`config.mk`:
```
export PLATFORM = sky130hd
export DESIGN_NAME = mtsp_mem_arbiter
export DESIGN_NICKNAME = d
export VERILOG_FILES = /design/src/rtl/mtsp_mem_arbiter.sv
export SDC_FILE = /design/constraint.sdc
export NUM_CORES = 1
export LEC_CHECK = 0
export CAP_MARGIN = 5
export CORE_MARGIN = 8
export CORE_UTILIZATION = 36
export DETAILED_ROUTE_END_ITERATION = 10
export GPL_TIMING_DRIVEN = 0
export PLACE_DENSITY = 0.85
export SETUP_SLACK_MARGIN = 0.2
export SKIP_CTS_REPAIR_TIMING = 1
export SLEW_MARGIN = 20
export SYNTH_ARGS = -nofsm -noshare
export SYNTH_HDL_FRONTEND = slang
export SYNTH_SLANG_ARGS = --single-unit
```
`constraint.sdc`:
```
create_clock -name CLK -period 3.18 [get_ports CLK]
set_clock_uncertainty 0.2 [all_clocks]
set_input_delay 0.954 -clock CLK [delete_from_list [all_inputs] [get_ports CLK]]
set_output_delay 0.954 -clock CLK [all_outputs]
set_load 0.005 [all_outputs]
```
`src/rtl/mtsp_mem_arbiter.sv`:
```
// Round-robin arbiter that shares one memory-operation datapath among NUM_REQ
// command sources and sequences cache-LUT clears between operations.
module mtsp_mem_arbiter #(
   parameter int NUM_REQ = 2,
   parameter int ADDR_W  = 32,
   parameter int SIZE_W  = 12,
   parameter int ID_W    = 3
) (
   input  logic                      CLK,
   input  logic                      nRST,
   input  logic [NUM_REQ-1:0]        REQ_VALID,
   output logic [NUM_REQ-1:0]        REQ_READY,
   input  logic [NUM_REQ-1:0]        REQ_WRITE,
   input  logic [NUM_REQ*ADDR_W-1:0] REQ_ADDR,
   input  logic [NUM_REQ*SIZE_W-1:0] REQ_SIZE,
   output logic                      DESC_VALID,
   input  logic                      DESC_READY,
   output logic                      DESC_WRITE,
   output logic [ADDR_W-1:0]         DESC_ADDR,
   output logic [SIZE_W-1:0]         DESC_SIZE,
   output logic [ID_W-1:0]           DESC_ID,
   input  logic                      MEM_BUSY,
   input  logic                      CLEAR_REQ,
   output logic                      CLEAR_ACK,
   output logic                      CACHE_LUT_CLEAR,
   output logic                      BUSY
);

   localparam int IDX_W = (NUM_REQ > 1) ? $clog2(NUM_REQ) : 1;

   typedef enum logic [2:0] {
      S_IDLE,
      S_ISSUE,
      S_SETTLE,
      S_WAIT,
      S_CLEAR
   } state_t;

   state_t               state_q, state_d;
   logic [IDX_W-1:0]     ptr_q, ptr_d;
   logic [NUM_REQ-1:0]   req_ready_q, req_ready_d;
   logic                 desc_valid_q, desc_valid_d;
   logic                 desc_write_q, desc_write_d;
   logic [ADDR_W-1:0]    desc_addr_q, desc_addr_d;
   logic [SIZE_W-1:0]    desc_size_q, desc_size_d;
   logic [ID_W-1:0]      desc_id_q, desc_id_d;
   logic                 clear_q, clear_d;

   logic [ADDR_W-1:0]    addr_arr [NUM_REQ];
   logic [SIZE_W-1:0]    size_arr [NUM_REQ];
   logic                 grant_found;
   logic [IDX_W-1:0]     grant_idx;
   logic [IDX_W-1:0]     cand;

   genvar gi;
   generate
      for (gi = 0; gi < NUM_REQ; gi++) begin : g_unpack
         assign addr_arr[gi] = REQ_ADDR[gi*ADDR_W +: ADDR_W];
         assign size_arr[gi] = REQ_SIZE[gi*SIZE_W +: SIZE_W];
      end
   endgenerate

   // Scan downward in offset so the candidate closest to the pointer wins last.
   always_comb begin
      grant_found = 1'b0;
      grant_idx   = '0;
      cand        = '0;
      for (int k = NUM_REQ - 1; k >= 0; k--) begin
         cand = IDX_W'((int'(ptr_q) + k) % NUM_REQ);
         if (REQ_VALID[cand]) begin
            grant_found = 1'b1;
            grant_idx   = cand;
         end
      end
   end

   always_ff @(posedge CLK) begin
      if (!nRST) begin
         state_q      <= S_IDLE;
         ptr_q        <= '0;
         req_ready_q  <= '0;
         desc_valid_q <= 1'b0;
         desc_write_q <= 1'b0;
         desc_addr_q  <= '0;
         desc_size_q  <= '0;
         desc_id_q    <= '0;
         clear_q      <= 1'b0;
      end else begin
         state_q      <= state_d;
         ptr_q        <= ptr_d;
         req_ready_q  <= req_ready_d;
         desc_valid_q <= desc_valid_d;
         desc_write_q <= desc_write_d;
         desc_addr_q  <= desc_addr_d;
         desc_size_q  <= desc_size_d;
         desc_id_q    <= desc_id_d;
         clear_q      <= clear_d;
      end
   end

   always_comb begin
      state_d      = state_q;
      ptr_d        = ptr_q;
      req_ready_d  = '0;
      desc_valid_d = desc_valid_q;
      desc_write_d = desc_write_q;
      desc_addr_d  = desc_addr_q;
      desc_size_d  = desc_size_q;
      desc_id_d    = desc_id_q;
      clear_d      = 1'b0;
      case (state_q)
         S_IDLE: begin
            // CLEAR_REQ is still high in the acknowledge cycle; ignore it there.
            if (CLEAR_REQ && !clear_q) begin
               state_d = S_CLEAR;
            end else if (grant_found) begin
               state_d                = S_ISSUE;
               req_ready_d[grant_idx] = 1'b1;
               desc_valid_d           = 1'b1;
               desc_write_d           = REQ_WRITE[grant_idx];
               desc_addr_d            = addr_arr[grant_idx];
               desc_size_d            = size_arr[grant_idx];
               desc_id_d              = ID_W'(grant_idx);
               ptr_d = (grant_idx == IDX_W'(NUM_REQ - 1)) ? '0 : grant_idx + IDX_W'(1);
            end
         end
         S_ISSUE: begin
            if (DESC_READY) begin
               desc_valid_d = 1'b0;
               state_d      = S_SETTLE;
            end
         end
         S_SETTLE: state_d = S_WAIT;
         S_WAIT: begin
            if (!MEM_BUSY) state_d = S_IDLE;
         end
         S_CLEAR: begin
            if (!MEM_BUSY) begin
               clear_d = 1'b1;
               state_d = S_IDLE;
            end
         end
         default: state_d = S_IDLE;
      endcase
   end

   assign REQ_READY       = req_ready_q;
   assign DESC_VALID      = desc_valid_q;
   assign DESC_WRITE      = desc_write_q;
   assign DESC_ADDR       = desc_addr_q;
   assign DESC_SIZE       = desc_size_q;
   assign DESC_ID         = desc_id_q;
   assign CLEAR_ACK       = clear_q;
   assign CACHE_LUT_CLEAR = clear_q;
   assign BUSY            = (state_q != S_IDLE);

endmodule

```
==> results.toml <==
[clock_tree]
clkLatencyLatePin_ps = 300
path_clk_slew_ps = 100
cts_inserted_buffers = 5
clock_path_buffers = 2
htree_num_levels = 2
cts_sinks = 54
cts_tree = "yes"
clockRootBuffer = "clkbuf_8"

[job]
maxCapViolCount = 0

[sta]
hold_viol = 0
finalCriticalPeriod_ps = 2890
slew_headroom_pct = 61.9
rsz0062_at_grt = "false"
worstMarginPinSlew_ps = 567
setup-tns-final_ps = 0
fmax_ghz = 0.347
setup_viol = 0
hold_ws_ps = 274
finalCritPeriodShare_pct = 90.8
report.final.slew_viol_count = 0

[worst_setup_path]
ff2ff_setup_slack_ps = 930
worstSetupStartpointType = "flip-flop"
cp-startpoint = "state_q[2]"
worstReg2RegEnd = "DESC_ADDR[14]"
crit_path_end_kind = "output pin"
reg2reg_from = "state_q[1]"
cp_max_fo = 10
cp.arrival_ps = 1730
worst_ep_required_time_ps = 2030
r2r_cells = 6
critPathKind = "reg -> out"

[die]
start_util_pct = 37.0
die_w_um = 96.3
dieArea_um2 = 9270
die_height_um = 96.3
std_cell_rows = 29
pin_count = 151
core_region_area_um2 = 6280

[yosys]
synth_fa_ha_area_share_pct = 0
synth_compound_area_share_pct = 25.9
muxShareOfSynthArea_pct = 0.431
async_reset_ff_share_pct = 0
yosysMostFrequentCell = "dfxtp_1"
synth.area.top_cells = "dfxtp_1 (47%), a221o_1 (13%), and3_1 (8.6%), o2bb2ai_1 (4.2%), a22oi_1 (3.6%)"
yosys.area.top_type = "dfxtp_1"
syn_area_um2 = 2320
synthXorXnorAreaFrac_pct = 0
synthFlopType = "dfxtp_1"
synth_edf_count = 0
ys_ff_latch = 54
yosysTopAreaCellShare_pct = 46.6
ys_top_cells_by_count = "dfxtp_1 (54), and3_1 (32), a221o_1 (29)"
yosysWarningCount = 0
synthCells = 217
synth.distinct_cells = 39
avgSynthCellArea_um2 = 10.7
ys_seq_area_share_pct = 46.6
synth_top_family_by_area = "compound AO/OA/AOI/OAI gates"
yosys.area_share.simple_pct = 17.6

[drt]
routed.top_layer = "met4"
routed-wl-met3_um = 950
drc_errors = 0
routedWlPerCell_um = 18.0
vias = 2396
wl_met2_um = 3830
viasPerCell = 5.32
wl_met1_um = 3190
ant_nets = 0
routed_wl_um = 8100
drtPass1Iterations = 4
drt-initial-drc-count = 85

[power_and_ir_drop]
leakage_nw = 1.60
p_per_area_nw_per_um2 = 442
vdd_drop_max_uv = 261

[layout]
fill_cells = 518
final_layout_size_suffix_gt1_share_pct = 9.12
final_area_um2 = 4000
diodes = 0
area.growth.synth_to_final_pct = 72.5
nNetsFinal = 469

[min_path]
whs_endpoint = "DESC_SIZE[10]"
hold_path_class = "reg -> reg"
hold-path-cell-count = 1
worstHoldStart = "DESC_SIZE[10]"

[grt]
grt_pass1_vias = 2472
grt_usage_pct = 16.8
grt.overflow.total = 0
grt_max_degree = 17
antenna_found_initial = 0
grt_pass1_wl_um = 12300

[placed_design]
place_congestion = 0.763
portBuffers = 147
placed_cell_area_um2 = 3890
dpl.hpwl_um = 6440

[outcome]
outcome = "finished clean"
==> sequential cells by signal (all words and copies together) (netlist names) <==
name,cells
CACHE_LUT_CLEAR,1
DESC_ADDR,32
DESC_ID,1
DESC_SIZE,12
DESC_VALID,1
DESC_WRITE,1
REQ_READY,2
ptr_q,1
state_q,3
==> layer usage <==
metal,GRT usage (%),vias up
met1,19.1,1116
met4,4.67,0
li1,-,1158
met2,28.1,112
met5,0,-
met3,7.25,10
==> report_power, final <==
part | total [mW] | switching [mW] | internal (mW)
Clock | 0.458 | 0.226 | 0.232
Sequential | 0.791 | 0.0414 | 0.750
Combinational | 0.520 | 0.190 | 0.330
Total | 1.77 | 0.457 | 1.31
==> kinds of logic after synthesis <==
group	count (synthesis)
AOI/OAI and AO/OA	69
buffers and inverters	28
DFF	54
muxes	1
other	1
and+or+nand+nor	64
==> metrics by stage <==
step | utilization (%) | std cells | worst slack (ps) | total power, mW
final | 63.8 | 450 | 294 | 1.77
after global routing | 63.8 | 450 | 226 | 1.86
after CTS | 63.7 | 450 | 174 | 1.79
after detailed placement | 62.0 | 442 | -1.55 | 1.33
after global placement | 62.0 | 442 | 29.9 | 1.32
after floorplan | - | 218 | 604 | 1.01
==> worst max path at each step <==
stage	endpoint	slack, ps	cells after the start
2_1_floorplan	DESC_ADDR[10]	600	6
3_3_place_gp	DESC_ADDR[15]	30	7
3_5_place_dp	DESC_WRITE	-2	7
4_1_cts	BUSY	170	3
5_1_grt	DESC_WRITE	230	7
6_report	BUSY	290	3
==> worst max-delay path, stage by stage, from the launching register on <==
cell and delay (ps):
dfxtp_2 380, buf_2 190, or3_2 410, clkdlybuf4s50_1 450
==> cell usage in the layout, fill, tap and decap left out, types with 2 or more instances in the layout <==
cell	instances
a311oi_1	2
and3_1	32
a22oi_1	11
dfxtp_1	53
o211ai_1	4
buf_4	6
a21oi_1	6
clkbuf_1	9
nand2_1	7
clkinv_2	2
a221o_1	29
o2bb2ai_1	11
nand4_1	3
conb_1	2
nand3_1	3
buf_6	5
nor2_1	5
buf_2	2
clkbuf_8	5
a221o_2	2
buf_12	3
clkdlybuf4s50_1	147
inv_1	3
==> area by class of cell <==
| cell class | count | area [um^2] | area share [%] |
|---|---|---|---|
| Buffer | 25 | 205 | 5.13 |
| Clock inverter | 3 | 40.0 | 1.00 |
| Clock buffer | 5 | 68.8 | 1.72 |
| Tap cell | 77 | 96.3 | 2.41 |
| Sequential cell | 54 | 1080 | 27.0 |
| Inverter | 3 | 11.3 | 0.281 |
| Multi-Input combinational cell | 136 | 1030 | 25.7 |
| Timing Repair Buffer | 147 | 1470 | 36.7 |
Power figures use the tool's default switching activity.
